===== src/rtl/bcd_pkg.sv =====
// Shared constants and helpers for the sequential BCD-to-binary converter.
package bcd_pkg;

    localparam logic [1:0] IDLE  = 2'd0;
    localparam logic [1:0] SHIFT = 2'd1;
    localparam logic [1:0] DONE  = 2'd2;

    localparam logic [3:0] BCD_DIGIT_MAX = 4'd9;

    // Smallest r such that 2**r >= v.
    function automatic int clog2(input int unsigned v);
        int r;
        r = 0;
        for (int i = 0; i < 32; i++) begin
            if ((64'd1 << i) < {32'd0, v}) r = i + 1;
        end
        return r;
    endfunction

    function automatic int unsigned pow10(input int d);
        int unsigned p;
        p = 1;
        for (int i = 0; i < d; i++) p = p * 10;
        return p;
    endfunction

endpackage


===== src/rtl/bcd_dabble_step.sv =====
// One reverse double-dabble step: shift {bcd, bin} right by one, then
// pull every BCD digit that landed at 8 or above back down by 3.
module bcd_dabble_step
    import bcd_pkg::*;
#(
    parameter int DIGITS = 4
) (
    input  logic [8*DIGITS-1:0] sreg_cur,
    output logic [8*DIGITS-1:0] sreg_next
);

    logic [8*DIGITS-1:0] shifted;

    always_comb begin
        shifted   = sreg_cur >> 1;
        sreg_next = shifted;
        for (int d = 0; d < DIGITS; d++) begin
            if (shifted[4*DIGITS + 4*d +: 4] >= 4'd8)
                sreg_next[4*DIGITS + 4*d +: 4] = shifted[4*DIGITS + 4*d +: 4] - 4'd3;
        end
    end

endmodule


===== src/rtl/bcd_to_binary_seq.sv =====
// Multi-cycle BCD-to-binary converter with valid/ready handshakes on both
// sides; one word in flight, bad nibbles short-circuit straight to DONE.
module bcd_to_binary_seq
    import bcd_pkg::*;
#(
    parameter  int DIGITS = 4,
    localparam int BIN_W  = clog2(pow10(DIGITS))
) (
    input  logic                  clk,
    input  logic                  rst_n,
    input  logic                  in_valid,
    output logic                  in_ready,
    input  logic [4*DIGITS-1:0]   bcd_in,
    output logic                  out_valid,
    input  logic                  out_ready,
    output logic [BIN_W-1:0]      bin_out,
    output logic                  err_out,
    output logic                  busy
);

    localparam int              CNT_W = clog2(4*DIGITS + 1);
    localparam logic [CNT_W-1:0] LAST_STEP = CNT_W'(4*DIGITS - 1);

    logic [1:0]          state;
    logic [CNT_W-1:0]    cnt;
    logic [8*DIGITS-1:0] sreg;
    logic [8*DIGITS-1:0] step_out;
    logic [BIN_W-1:0]    bin_q;
    logic                err_q;
    logic                bad_nibble;

    function automatic logic has_bad_nibble(input logic [4*DIGITS-1:0] w);
        logic bad;
        bad = 1'b0;
        for (int d = 0; d < DIGITS; d++) begin
            if (w[4*d +: 4] > BCD_DIGIT_MAX) bad = 1'b1;
        end
        return bad;
    endfunction

    assign bad_nibble = has_bad_nibble(bcd_in);

    bcd_dabble_step #(.DIGITS(DIGITS)) u_step (
        .sreg_cur  (sreg),
        .sreg_next (step_out)
    );

    // Result registers only change on entry to DONE so they stay put while
    // the consumer stalls and across the following IDLE/SHIFT period.
    always_ff @(posedge clk or negedge rst_n) begin
        if (!rst_n) begin
            state <= IDLE;
            cnt   <= '0;
            sreg  <= '0;
            bin_q <= '0;
            err_q <= 1'b0;
        end else begin
            case (state)
                IDLE: begin
                    if (in_valid) begin
                        sreg <= {bcd_in, {(4*DIGITS){1'b0}}};
                        cnt  <= '0;
                        if (bad_nibble) begin
                            state <= DONE;
                            err_q <= 1'b1;
                            bin_q <= '0;
                        end else begin
                            state <= SHIFT;
                        end
                    end
                end
                SHIFT: begin
                    sreg <= step_out;
                    cnt  <= cnt + CNT_W'(1);
                    if (cnt == LAST_STEP) begin
                        state <= DONE;
                        err_q <= 1'b0;
                        bin_q <= step_out[BIN_W-1:0];
                    end
                end
                DONE: begin
                    if (out_ready) state <= IDLE;
                end
                default: state <= IDLE;
            endcase
        end
    end

    assign in_ready  = (state == IDLE);
    assign out_valid = (state == DONE);
    assign busy      = (state != IDLE);
    assign bin_out   = bin_q;
    assign err_out   = err_q;

endmodule

===== config.mk =====
export PLATFORM = sky130hd
export DESIGN_NAME = bcd_to_binary_seq
export DESIGN_NICKNAME = d
export VERILOG_FILES = /design/src/rtl/bcd_pkg.sv /design/src/rtl/bcd_dabble_step.sv /design/src/rtl/bcd_to_binary_seq.sv
export SDC_FILE = /design/constraint.sdc
export NUM_CORES = 1
export LEC_CHECK = 0
export ABC_AREA = 1
export CORE_MARGIN = 2
export CORE_UTILIZATION = 58
export DETAILED_ROUTE_END_ITERATION = 6
export GPL_TIMING_DRIVEN = 0
export MAX_ROUTING_LAYER = met4
export PLACE_DENSITY = 0.91
export SETUP_SLACK_MARGIN = 0.4
export SLEW_MARGIN = 30
export SYNTH_ARGS = -nofsm -noshare
export SYNTH_HDL_FRONTEND = slang
export SYNTH_SLANG_ARGS = --single-unit
export TNS_END_PERCENT = 30

===== constraint.sdc =====
create_clock -name clk -period 2.98 [get_ports clk]
set_clock_uncertainty 0.1 [all_clocks]
set_input_delay 0.596 -clock clk [delete_from_list [all_inputs] [get_ports clk]]
set_output_delay 0.596 -clock clk [all_outputs]
set_load 0.05 [all_outputs]

* Word-level counts from Yosys, hierarchy flattened *
Index checks and enable logic that the tools add are counted.

storage, ports and cells
  bits in registers = 54
  bits of input ports = 20
  output and inout port bits = 18
  word-level logic and storage cells = 56

operators by class
  reduce and logical (&&, ||, !) cells = 6
  multiplexer cells = 25
  add/subtract/negate cells = 5
  equal/unequal tests = 7
  order comparisons = 8

operators by type and width
  kind                 number
  $pmux 32 s2          1
  $mux 14              3
  $mux 32              1
  $pmux 14 s2          1
  $gt 4x4->1 const B   4
  $mux 4               4
  $ge 4x4->1 const B   3
  $sub 4x2->4 const B  3
  $pmux 5 s2           1
  $mux 2               4
  $mux 1               7
  $pmux 2 s3           1
  $add 5x1->5 const B  1
  $eq 5x4->1 const B   1
  $mux 5               1
  $ge 3x4->1 const B   1
  $ne 2x1->1 const B   2
  $ne 2x2->1 const B   2
  $reduce_and 4->1     1
  $reduce_bool 2->1    2
  $sub 3x2->4 const B  1
  $reduce_and 3->1     1
  $eq 2x1->1 const B   1
  $eq 2x2->1 const B   1
  3 further kinds      3

* Longest topological paths before layout *
  depth in word-level cells = 8
  mapped depth = 11

* Cells and area by module *
From an unflattened synthesis, not the netlist that was laid out.

unflattened totals
  cell total of the unflattened synthesis = 307
  area, all modules = 2,703.8 µm²

modules (own cells, without submodules)
  module             area each (µm²)  cells an instance  instances
  bcd_to_binary_seq  2,283.4          238                1
  bcd_dabble_step    420.4            69                 1

* Worst setup path after synthesis *
No wires, ideal clock.

  path kind = register to output
  start point = register state[1]
  end point = output out_valid
  stages on the path, launching flop included = 3
  path buffers = 0
  required time = 2.284 ns
  data arrival time = 1.204 ns
  path slack = 1.080 ns
  path through = dfrtp_1 inv_2 nor2_1

on the way
  cells in the longest elaborated chain, start to end = 1

ends and longest elaborated chain
  element                 line                     text
  start, declared         bcd_to_binary_seq.sv:24  logic [1:0] state;
  start signal, assigned  bcd_to_binary_seq.sv:52  state <= IDLE;
  start signal, assigned  bcd_to_binary_seq.sv:64  state <= DONE;
  start signal, assigned  bcd_to_binary_seq.sv:68  state <= SHIFT;
  $eq 2x2->1              bcd_to_binary_seq.sv:90  assign out_valid = (state == DONE);
  end, declared           bcd_to_binary_seq.sv:14  output logic out_valid,

Every way passes these cells.

* Final worst setup path *
  start point = register state[0]
  end point = output in_ready

on the way
  cells in the longest elaborated chain, start to end = 1

ends and longest elaborated chain
  element          line                     text
  $logic_not 2->1  bcd_to_binary_seq.sv:89  assign in_ready = (state == IDLE);
  end, declared    bcd_to_binary_seq.sv:12  output logic in_ready,

Every way passes these cells.

==> flow_metrics.env <==
export IMPL_relSlewSlack=0.573
export IMPL_die_w_microns=70.2
export IMPL_clock_power_share=0.178
export IMPL_power_leakage_nw=1.50
export IMPL_grt_pass1_wl_microns=9520
export IMPL_finalCritPeriodShare=0.832
export IMPL_max_cap_violations=0
export IMPL_crit_type="reg2out"
export IMPL_drive_gt1_frac=0.0967
export IMPL_initial_core_util=0.593
export IMPL_hold_viol=0
export IMPL_start_kind="flop"
export IMPL_grtUsageTotal=0.248
export IMPL_finalPower_mw=2.43
export IMPL_fin_crit_ns=2.48
export IMPL_synth_edf_count=0
export IMPL_required_ns=2.28
export IMPL_syn_area_sq_mm=0.00254
export IMPL_routabilityCongestion=0.860
export IMPL_dp_hpwl_microns=3780
export IMPL_seqPwrFrac=0.397
export IMPL_power_internal_mw=1.42
export IMPL_drt_first_pass_iters=4
export IMPL_grt_pass1_vias=2104
export IMPL_via_per_inst=5.53
export IMPL_synthArstFlopShare=1.00
export IMPL_grt_setup_unrepaired="no"
export IMPL_vias=2118
export IMPL_final_common_cell="nand2_1"
export IMPL_ant_nets=0
export IMPL_drc=0
export IMPL_grt_overflow=0
export IMPL_tightest_slew_ns=0.640
export IMPL_ys_ff_latch=53
export IMPL_fin_nets=358
export IMPL_crit_fanout=10
export IMPL_syn_nets=314
export IMPL_hp_class="in2async"
export IMPL_area_growth_pct=21.1
export IMPL_die_h_microns=70.2
export IMPL_first_iter_violations=192
export IMPL_grt_max_degree=54
export IMPL_ir_drop_v=0.000519
export IMPL_synth_area_per_cell_sq_um=8.90
export IMPL_dieArea_sq_mm=0.00493
export IMPL_numCtsBuffers=5
export IMPL_tns_ns=0
export IMPL_finalSetupViolCount=0
export IMPL_layout_common_cells="nand2_1 (66), dfrtp_1 (53), inv_1 (35), clkdlybuf4s50_1 (35), o22ai_1 (22)"
export IMPL_clock_path_buffers=2
export IMPL_fmax_ghz=0.404
export IMPL_io_pins=38
export IMPL_clk_latency_ns=0.31
export IMPL_status="finished clean"
export IMPL_ys_seq_area_frac=0.521
export IMPL_arrival_ns=1.78
export IMPL_wl_per_cell_microns=14.5
export IMPL_whs_ns=0.199
export IMPL_diodes=0
export IMPL_io_buffers=37
export IMPL_combinationalPowerShare=0.425
export IMPL_coreArea_sq_mm=0.00429
export IMPL_synth_cells=286
export IMPL_clk_pin_slew_ns=0.09
export IMPL_cts_tree="built"
export IMPL_cts_htree_levels=2
export IMPL_num_rows=24
export IMPL_powerDensity_mw_per_mm2=789
export IMPL_ys_types=26
export IMPL_routed_wl_microns=5560
export IMPL_drv_slew=0
export IMPL_p_sw_frac=0.415
export IMPL_antenna_found_initial=0
export IMPL_final_core_util=0.718
export IMPL_cts_root_buf="clkbuf_8"
export IMPL_post_cts_buffers=0
export IMPL_ys_warn_count=0
export IMPL_cp_end_kind="primary output"
export IMPL_clock_sinks=53
export IMPL_p_switching_mw=1.01
export IMPL_yosys_most_used_dff="dfrtp_1"
power by group through the flow:
stage | Sequential, mW | Clock, mW | Combinational, mW
after floorplan | 0.979 | 0 | 0.721
after CTS | 0.961 | 0.433 | 1.03
after global routing | 0.982 | 0.463 | 1.14
after global placement | 0.969 | 0 | 0.978
after detailed placement | 0.975 | 0 | 1.01
final | 0.964 | 0.433 | 1.03
metal layers:
| metal | part of all wire | global-route usage | vias up | wire, microns |
|---|---|---|---|---|
| li1 | - | - | 1027 | - |
| met1 | 0.44 | 0.323 | 1019 | 2440 |
| met3 | 0.049 | 0.0433 | 14 | 270 |
| met5 | 0 | - | - | 0 |
| met2 | 0.49 | 0.398 | 58 | 2730 |
| met4 | 0.021 | 0.0791 | 0 | 118 |
state kept, by name (all words and copies together), names as in the netlist:
signal	cells
bin_out	14
sreg	31
err_out	1
state	2
cnt	5
worst paths after layout:
kind | start | to | slack (ns) | cells past startpoint
hold / removal | rst_n | bin_out[5] | 0.20 | 1
max in group asynchronous | rst_n | cnt[4] | 2.14 | 1
setup / recovery | state[0] | in_ready | 0.50 | 3
min in group clk | bin_out[2] | bin_out[2] | 0.37 | 2
setup reg to reg | cnt[0] | err_out | 1.11 | 11
hold reg to reg | bin_out[2] | bin_out[2] | 0.37 | 2
what timing repair did:
action	CTS	global route
hold buffers	0	0
gates resized for setup	0	1
endpoints found under the setup margin	0	1
Yosys cell counts (all sizes together), types with 5 or more instances:
| cell type | instances | share of area |
|---|---|---|
| dfrtp | 53 | 0.52 |
| o22ai | 22 | 0.054 |
| nand4 | 14 | 0.034 |
| a21oi | 14 | 0.028 |
| o21ai | 18 | 0.035 |
| nand2 | 71 | 0.12 |
| nor2 | 18 | 0.038 |
| buf | 9 | 0.023 |
| ha | 8 | 0.039 |
| clkbuf | 5 | 0.0079 |
| inv | 38 | 0.056 |
worst max-delay path: stages, from the launching register on:
cell             delay, ns
dfrtp_1               0.38
buf_6                 0.15
nor2_8                0.12
clkdlybuf4s50_1       0.82
stage by stage:
stage | std cells | setup slack [ns] | area, sq um
4_1_cts | 383 | 0.419 | 3080
3_3_place_gp | 375 | -0.284 | 2980
3_5_place_dp | 375 | 0.752 | 2980
2_1_floorplan | 286 | 1.08 | 2540
6_report | 383 | 0.502 | 3080
5_1_grt | 383 | 0.464 | 3080
cell families after synthesis:
group,after synthesis,share of synthesized area
and+or+nand+nor,106,0.196
AOI/OAI and AO/OA,64,0.147
DFF,53,0.521
buffers and inverters,52,0.0865
adders and majority gates,8,0.0393
xor gates and xnor gates,3,0.0103
layout make-up:
cell class                 count  area (sq um)
timing repair buffer          37           370
clock buffer                   7          96.3
tap                           52          65.1
multi-input combinational    181           998
inverter                      38           143
sequential                    53          1330
buffer                        14          77.6
clock inverter                 1          5.00
fill                         318          1210
(Power assumes the default switching activity.)
